==> src/rtl/in_service_control.sv <==
// Purpose: 8259A in-service control: nested-priority INT, two-pulse 8086 INTA sequence, ISR set/EOI.
// Latency: INT one cycle after an eligible request; inta_n edges act INTA_SYNC_STAGES+1 cycles after the pin.
// Backpressure: none (no flow control); freeze tells the IRR stage to hold its contents. Optional: AUTO_EOI_EN.
module in_service_control #(
    parameter int INTA_SYNC_STAGES = 2,   // 2 or 3
    parameter int SPURIOUS_LEVEL   = 7
) (
    input  logic       clock,
    input  logic       reset,
    input  logic [7:0] interrupt,
    input  logic [4:0] vector_base,
    input  logic       inta_n,
    input  logic       eoi_nonspecific,
    input  logic       eoi_specific,
    input  logic [2:0] eoi_level,
`ifdef AUTO_EOI_EN
    input  logic       auto_eoi,
`endif
    output logic       int_out,
    output logic [7:0] in_service_register,
    output logic [7:0] clear_interrupt_request,
    output logic       freeze,
    output logic [7:0] data_out,
    output logic       data_out_en
);

    localparam logic [2:0] SPUR_LVL = SPURIOUS_LEVEL[2:0];

    typedef enum logic [1:0] {
        IDLE    = 2'd0,
        PENDING = 2'd1,
        ACK1    = 2'd2,
        ACK2    = 2'd3
    } state_t;

    state_t state, state_nxt;

    logic [INTA_SYNC_STAGES-1:0] inta_sync;
    logic       inta_prev;
    logic       inta_cur;
    logic       inta_fall;
    logic       inta_rise;

    logic [2:0] req_level;
    logic [7:0] req_mask;
    logic       eligible;

    logic [2:0] latched_level, latched_level_nxt;
    logic       spurious, spurious_nxt;

    logic       int_nxt;
    logic [7:0] isr_nxt;
    logic [7:0] isr_set;
    logic [7:0] isr_auto_clr;
    logic [7:0] isr_after_spec;
    logic [7:0] isr_lowest;
    logic [7:0] clr_nxt;
    logic       freeze_nxt;
    logic [7:0] dout_nxt;
    logic       dout_en_nxt;

    // Index of the lowest set bit (the resolver delivers one-hot, so this is just the level).
    function automatic logic [2:0] lowest_level(input logic [7:0] v);
        lowest_level = 3'd0;
        for (int i = 7; i >= 0; i--) begin
            if (v[i]) lowest_level = i[2:0];
        end
    endfunction

    // Synchronise the asynchronous inta_n pin and keep one more flop for edge detection.
    always_ff @(posedge clock) begin
        if (reset) begin
            inta_sync <= '1;
            inta_prev <= 1'b1;
        end else begin
            inta_sync <= {inta_sync[INTA_SYNC_STAGES-2:0], inta_n};
            inta_prev <= inta_sync[INTA_SYNC_STAGES-1];
        end
    end

    assign inta_cur  = inta_sync[INTA_SYNC_STAGES-1];
    assign inta_fall = inta_prev & ~inta_cur;
    assign inta_rise = ~inta_prev & inta_cur;

    // Fully nested: a request is blocked by any in-service level of equal or higher priority.
    assign req_level = lowest_level(interrupt);
    assign req_mask  = 8'hFF >> (3'd7 - req_level);
    assign eligible  = (interrupt != 8'h00) && ((in_service_register & req_mask) == 8'h00);

    // Next-state and next registered-output values for the INTA sequencer.
    always_comb begin
        state_nxt         = state;
        int_nxt           = int_out;
        clr_nxt           = 8'h00;
        freeze_nxt        = freeze;
        dout_nxt          = data_out;
        dout_en_nxt       = data_out_en;
        latched_level_nxt = latched_level;
        spurious_nxt      = spurious;
        isr_set           = 8'h00;
        isr_auto_clr      = 8'h00;

        case (state)
            IDLE: begin
                if (eligible) begin
                    state_nxt = PENDING;
                    int_nxt   = 1'b1;
                end
            end
            PENDING: begin
                // The request is deliberately not rechecked; only the first INTA ends this state.
                if (inta_fall) begin
                    state_nxt  = ACK1;
                    int_nxt    = 1'b0;
                    freeze_nxt = 1'b1;
                    if (interrupt != 8'h00) begin
                        latched_level_nxt = req_level;
                        spurious_nxt      = 1'b0;
                        isr_set           = 8'd1 << req_level;
                        clr_nxt           = 8'd1 << req_level;
                    end else begin
                        latched_level_nxt = SPUR_LVL;
                        spurious_nxt      = 1'b1;
                    end
                end
            end
            ACK1: begin
                if (inta_rise) state_nxt = ACK2;
            end
            ACK2: begin
                if (inta_fall) begin
                    dout_nxt    = {vector_base, latched_level};
                    dout_en_nxt = 1'b1;
                end else if (inta_rise) begin
                    dout_nxt    = 8'h00;
                    dout_en_nxt = 1'b0;
                    freeze_nxt  = 1'b0;
                    state_nxt   = IDLE;
`ifdef AUTO_EOI_EN
                    if (auto_eoi && !spurious) isr_auto_clr = 8'd1 << latched_level;
`endif
                end
            end
            default: state_nxt = IDLE;
        endcase
    end

    // ISR update order: specific EOI, then non-specific on what remains, then auto-EOI, then the new set.
    always_comb begin
        isr_after_spec = in_service_register;
        if (eoi_specific) isr_after_spec[eoi_level] = 1'b0;
        isr_lowest = isr_after_spec & (~isr_after_spec + 8'd1);
        isr_nxt    = isr_after_spec;
        if (eoi_nonspecific) isr_nxt = isr_after_spec & ~isr_lowest;
        isr_nxt = (isr_nxt & ~isr_auto_clr) | isr_set;
    end

    // State and output registers; reset aborts any sequence in progress.
    always_ff @(posedge clock) begin
        if (reset) begin
            state                   <= IDLE;
            int_out                 <= 1'b0;
            in_service_register     <= 8'h00;
            clear_interrupt_request <= 8'h00;
            freeze                  <= 1'b0;
            data_out                <= 8'h00;
            data_out_en             <= 1'b0;
            latched_level           <= 3'd0;
            spurious                <= 1'b0;
        end else begin
            state                   <= state_nxt;
            int_out                 <= int_nxt;
            in_service_register     <= isr_nxt;
            clear_interrupt_request <= clr_nxt;
            freeze                  <= freeze_nxt;
            data_out                <= dout_nxt;
            data_out_en             <= dout_en_nxt;
            latched_level           <= latched_level_nxt;
            spurious                <= spurious_nxt;
        end
    end

endmodule

==> config.mk <==
export PLATFORM = sky130hd
export DESIGN_NAME = in_service_control
export DESIGN_NICKNAME = d
export VERILOG_FILES = /design/src/rtl/in_service_control.sv
export SDC_FILE = /design/constraint.sdc
export NUM_CORES = 1
export LEC_CHECK = 0
export CELL_PAD_IN_SITES_DETAIL_PLACEMENT = 1
export CELL_PAD_IN_SITES_GLOBAL_PLACEMENT = 1
export CORE_AREA = 2 2 73 75
export DETAILED_ROUTE_END_ITERATION = 6
export DIE_AREA = 0 0 75 77
export PLACE_DENSITY = 0.83
export SLEW_MARGIN = 10
export SYNTH_ARGS = -nofsm -noshare
export SYNTH_HDL_FRONTEND = slang
export SYNTH_SLANG_ARGS = --single-unit
==> constraint.sdc <==
create_clock -name clock -period 2.65 [get_ports clock]
set_input_delay 0.265 -clock clock [delete_from_list [all_inputs] [get_ports clock]]
set_output_delay 0.265 -clock clock [all_outputs]
set_load 0.05 [all_outputs]
==> results of run 1 <==
-- stage by stage --
step           power, mW  area, sq um  cells  util, %  setup WS [ns]
6_report            1.36         2330    313     46.8          0.309
5_1_grt             1.43         2330    313     46.8          0.167
4_1_cts             1.37         2330    313     46.8          0.320
3_5_place_dp       0.882         2220    305     44.5         0.0158
3_3_place_gp       0.871         2220    305     44.5          0.102
2_1_floorplan      0.769         1620    186        -          0.665
-- cells in the final DEF (no fill, tap or decap), types with 2 or more instances in the layout --
cell              n
nor4_1            2
nand2b_1          6
buf_4             7
o31ai_1           2
a211oi_1          2
nand2_1          21
ha_1              6
inv_1            12
nor3_1            6
dfxtp_1          35
nor2_1           10
a21oi_1          16
or2_2             5
o21ai_0           7
nand3_1          15
a31o_2            3
clkbuf_8          5
clkdlybuf4s50_1  47
o21bai_1          3
-- critical path, stage by stage --
cell and delay [ns]:
clkdlybuf4s50_1 0.45, or2_0 0.26, a2111oi_0 0.58, a211oi_1 0.21
a2111oi_4 0.38, o21ai_2 0.12, a221oi_2 0.28
-- cell families after synthesis --
family	share of synthesized area [%]
buf+inv	4.16
simple gates	25.0
flops	43.1
mux	1.31
compound gates	21.8
fa+ha+maj	4.62
-- power by group through the flow --
stage / Combinational (mW) / Sequential, mW / Clock (mW)
detailed placement: 0.300 / 0.582 / 0
global placement: 0.290 / 0.581 / 0
global route: 0.328 / 0.574 / 0.528
finish: 0.299 / 0.570 / 0.493
CTS: 0.303 / 0.570 / 0.501
floorplan: 0.158 / 0.611 / 0
-- final cells by class --
type	count	area [sq um]	area share [%]
tap	70	87.6	3.76
multi-input combinational	133	856	36.8
clock buffer	5	68.8	2.96
clock inverter	3	43.8	1.88
timing repair buffer	54	523	22.5
sequential	35	701	30.1
inverter	13	48.8	2.10
-- how the worst min path moves through the flow --
stage / end / start / cells after the start
after global placement: inta_sync[1]$_SDFF_PP1_ / inta_sync[0]$_SDFF_PP1_ / 1
after CTS: inta_sync[1]$_SDFF_PP1_ / inta_sync[0]$_SDFF_PP1_ / 1
final: inta_sync[1]$_SDFF_PP1_ / inta_sync[0]$_SDFF_PP1_ / 1
after detailed placement: inta_sync[1]$_SDFF_PP1_ / inta_sync[0]$_SDFF_PP1_ / 1
after global routing: inta_sync[1]$_SDFF_PP1_ / inta_sync[0]$_SDFF_PP1_ / 1
after floorplan: clear_interrupt_request[1]$_SDFF_PP0_ / interrupt[0] / 1
-- state kept, by name, indices dropped and copies added, names as in the netlist --
| signal | count |
|---|---|
| inta_prev | 1 |
| clear_interrupt_request | 8 |
| state | 2 |
| data_out_en | 1 |
| data_out | 8 |
| inta_sync | 2 |
| in_service_register | 8 |
| int_out | 1 |
| latched_level | 3 |
| freeze | 1 |
-- layer usage --
layer / up-vias / share of wire [%]
li1: 780 / -
met1: 780 / 43
met2: 32 / 51
met3: 8 / 3.9
met4: 0 / 1.8
met5: - / 0
==> flow_summary.json, run 1 <==
{
  "outcome": "finished, final reports clean",
  "grt_max_degree": 16,
  "async_reset_ff_share_pct": 0,
  "dr.pass1.iters": 4,
  "tns_ns": 0,
  "routed_via_density": 5.11,
  "combPwrFrac_pct": 22.0,
  "clock_latency_ns": 0.30,
  "r2r.worst_path.cells": 7,
  "max-slew-margin-rel_pct": 57.9,
  "leakage_nw": 0.889,
  "gp_congestion": 0.931,
  "drc_errors": 0,
  "grt_pass1_vias": 1634,
  "antenna_found_initial": 0,
  "drtIter0Drc": 41,
  "ys_ff_latch": 35,
  "period_needed_ns": 2.34,
  "cap_violations": 0,
  "use_met3_pct": 4.20,
  "ys_seq_area_share_pct": 43.1,
  "hold_path.class": "flop to flop",
  "clock_path_buffers": 2,
  "fmax_mhz": 427,
  "worstReg2RegEnd": "in_service_register[5]$_SDFF_PP0_",
  "skew_ns": 0.0138,
  "fin_crit_sh_pct": 88.3,
  "hold_slack_ns": 0.429,
  "tightest_slew_ns": 0.629,
  "synth_top_area_cell": "dfxtp_1",
  "port_buffers": 47,
  "wire_per_inst_um": 15.4,
  "synthCells": 186,
  "setup_viol": 0,
  "cts_tree": "built",
  "yosysMostFrequentCell": "dfxtp_1",
  "grt_use_met2_pct": 31.1,
  "cp-end-kind": "flop",
  "synthTopCellsByArea": "dfxtp_1 43%, a21oi_1 4.9%, nand2_1 4.9%, ha_1 4.6%, nand3_1 4.6%",
  "synth_edf_count": 0,
  "reg2reg_setup_slack_ns": 0.88,
  "post_cts_buffers": 0,
  "fill_cells": 580,
  "root_buffer": "clkbuf_8",
  "vias": 1600,
  "nets": 269,
  "power.density_nw_per_um2": 585,
  "r2r_start": "state[1]$_SDFFE_PP0P_",
  "crit_required_ns": 2.85,
  "clock-sinks": 35,
  "crit_arrival_ns": 2.55,
  "top_usage_layer": "met2",
  "drive_above_1_share_pct": 13.2,
  "avgSynthCellArea_sq_um": 8.73,
  "die_h_um": 77,
  "synthDistinctLibCells": 48,
  "cts_resized": 0,
  "rows": 26,
  "cp-start-kind": "input pin",
  "grt_overflow": 0,
  "ir_worst_vdd_mv": 0.304,
  "seq_power_share_pct": 41.8,
  "cts_max_level": 2,
  "p_int_mw": 0.956,
  "initial_core_util_pct": 32.6,
  "maxSlewViolCount": 0,
  "synth_fp_nets": 213,
  "crit_end": "state[0]$_SDFFE_PP0P_",
  "hpwl_mm": 3.72,
  "synth_area_sq_um": 1620,
  "clk_pin_slew_ns": 0.09,
  "startpoint": "interrupt[6]",
  "yosysWarnings": 0,
  "netlist_top_cells_count": "35 x dfxtp_1, 21 x nand2_1, 16 x a21oi_1",
  "rsz0062_at_grt": "no",
  "met1_usage_pct": 21.9,
  "cts_buffers": 5,
  "ys.flop_type": "dfxtp_1",
  "diodes": 0,
  "io_pins": 48,
  "power_switching_mw": 0.405,
  "core_area_sq_um": 4980,
  "dieArea_sq_um": 5780,
  "swShare_pct": 29.8,
  "ant_nets": 0,
  "hold_violations": 0,
  "critPathMaxFanout": 4,
  "die_w_um": 75,
  "track_usage_pct": 18.3,
  "netlist.area_leader.share_pct": 43.1,
  "routed_wl_mm": 4.83,
  "areaGrowthSynthToFinish_pct": 43.4,
  "ctsHoldBuffers": 0,
  "grt_pass1_wl_mm": 8.06,
  "clockPowerShare_pct": 36.2,
  "path_class": "input pin to flop"
}
Note: power is estimated with default switching activity, not from simulation.
==> inputs of run 2 (changes only) <==
Settings changed: CTS_CLUSTER_DIAMETER set to 120, REMOVE_ABC_BUFFERS set to 1.
==> run 2 against run 1 <==
Effect of this change: maximum frequency increased by 0.88%; clock-buffer cell count is 1 higher; non-clock buffer count unchanged; critical path depth up 1; die area stayed put; final area is 1.1% lower; clock skew fell by 0.010 ns; flip-flop and latch count unchanged; combinational power hardly changed; cell count down 0.32%; utilization decreased by 0.50 points; largest power group unchanged; via count decreased by 2.3%.
==> flow_summary.json, run 2 (synthesis gave the netlist of run 1 again) <==
{
  "rsz0062_at_grt": "no",
  "grt_max_degree": 13,
  "tns_ns": 0,
  "crit_arrival_ns": 2.52,
  "grt_overflow": 0,
  "antenna_found_initial": 0,
  "die_h_um": 77,
  "min_from": "inta_sync[0]$_SDFF_PP1_",
  "post_cts_buffers": 0,
  "grt_pass1_vias": 1531,
  "hold_path.class": "flop to flop",
  "core_area_sq_um": 4980,
  "reg_top3": "clear_interrupt_request: 8 flops, data_out: 8 flops, in_service_register: 8 flops",
  "cts_max_level": 2,
  "nets": 269,
  "reg2reg_setup_slack_ns": 0.78,
  "skew_ns": 0.00370,
  "period_needed_ns": 2.32,
  "drive_above_1_share_pct": 12.8,
  "fin_crit_sh_pct": 87.6,
  "rows": 26,
  "r2r.worst_path.cells": 7,
  "vias": 1564,
  "final_area_sq_um": 2300,
  "mostFrequentLayoutCells": "47 x clkdlybuf4s50_1, 35 x dfxtp_1, 21 x nand2_1",
  "ant_nets": 0,
  "post-place-ws_ns": 0.0668,
  "hpwl_mm": 3.73,
  "place_inst": 305,
  "root_buffer": "clkbuf_8",
  "power.density_nw_per_um2": 541,
  "routed_wl_mm": 4.65,
  "r2r_start": "state[1]$_SDFFE_PP0P_",
  "io_pins": 48,
  "min_path_cells": 1,
  "worst_hold_path.endpoint": "inta_sync[1]$_SDFF_PP1_",
  "clock-sinks": 35,
  "setup_viol": 0,
  "ir_worst_vdd_mv": 0.182,
  "clk_pin_slew_ns": 0.06,
  "initial_core_util_pct": 32.6,
  "gp_congestion": 0.878,
  "max-slew-margin-rel_pct": 60.5,
  "port_buffers": 47,
  "startpoint": "interrupt[6]",
  "ctsHoldBuffers": 0,
  "finalPower_mw": 1.25,
  "worst_slack_ns": 0.329,
  "clock_latency_ns": 0.28,
  "cap_violations": 0,
  "leakage_nw": 0.877,
  "grt_pass1_wl_mm": 7.29,
  "fill_cells": 582,
  "cts_resized": 0,
  "drtIter0Drc": 101,
  "wire_per_inst_um": 14.9,
  "routed_via_density": 5.01,
  "cts_buffers": 5,
  "cts_tree": "built",
  "hold_violations": 0,
  "areaGrowthSynthToFinish_pct": 41.8,
  "cp-start-kind": "input pin",
  "die_w_um": 75,
  "instances_no_fill": 312,
  "dieArea_sq_um": 5780,
  "fmax_mhz": 431,
  "diodes": 0,
  "track_usage_pct": 16.6,
  "cp-end-kind": "flop",
  "path_class": "input pin to flop",
  "outcome": "finished, final reports clean",
  "maxSlewViolCount": 0,
  "tightest_slew_ns": 0.591,
  "drc_errors": 0,
  "worstReg2RegEnd": "in_service_register[5]$_SDFF_PP0_",
  "final_common_cell": "clkdlybuf4s50_1",
  "critPathMaxFanout": 4,
  "place_area_sq_um": 2220,
  "crit_required_ns": 2.85,
  "dr.pass1.iters": 4,
  "clock_path_buffers": 2
}
## run 2: changes by cell type in the layout (fill, tap and decap cells not counted)
cell | previous run | this run
clkinv_4 | 1 | 0
clkbuf_8 | 5 | 6
bufinv_16 | 1 | 0
## run 2: how the worst max path moves through the flow
stage,slack [ns],depth (start not counted),end
after CTS,0.33,8,state[0]$_SDFFE_PP0P_
after detailed placement,0.07,8,state[0]$_SDFFE_PP0P_
final,0.33,8,state[0]$_SDFFE_PP0P_
after floorplan,0.67,6,state[0]$_SDFFE_PP0P_
after global routing,0.18,8,state[0]$_SDFFE_PP0P_
after global placement,0.12,8,state[0]$_SDFFE_PP0P_
## run 2: area by class of cell
cell class                 instances  area (sq um)  share of cell area [%]
tap                               70          87.6                    3.80
multi-input combinational        133           856                    37.2
clock buffer                       6          82.6                    3.59
sequential                        35           701                    30.4
clock inverter                     1          5.00                   0.217
inverter                          13          48.8                    2.12
timing repair buffer              54           523                    22.7
## run 2: critical path: stages
cell and delay, ns:
clkdlybuf4s50_1 0.45, or2_0 0.25, a2111oi_0 0.49, buf_4 0.20, a211oi_1 0.10, a2111oi_4 0.37, o21ai_2 0.11, a221oi_2 0.27
## run 2: per-stage QoR
step	hold WS, ns	utilization, %
finish	0.416	46.3
global route	0.433	46.3
CTS	0.423	46.3
detailed placement	0.403	44.5
global placement	0.393	44.5
floorplan	0.331	-
## run 2: layer usage
metal  wire (um)  up-vias  track usage [%]  part of all wire (%)
li1            -      774                -                     -
met1        2080      749             20.7                    45
met2        2320       36             27.7                    50
met3         180        5             3.81                   3.9
met4          64        0             5.36                   1.4
met5           0        -                0                     0
## run 2: where the power goes
group / leakage, nW / total (mW) / switching [mW] / internal [mW]
sequential: 0.283 / 0.572 / 0.0205 / 0.551
combinational: 0.547 / 0.297 / 0.171 / 0.126
clock: 0.0470 / 0.379 / 0.175 / 0.204
total: 0.877 / 1.25 / 0.367 / 0.880
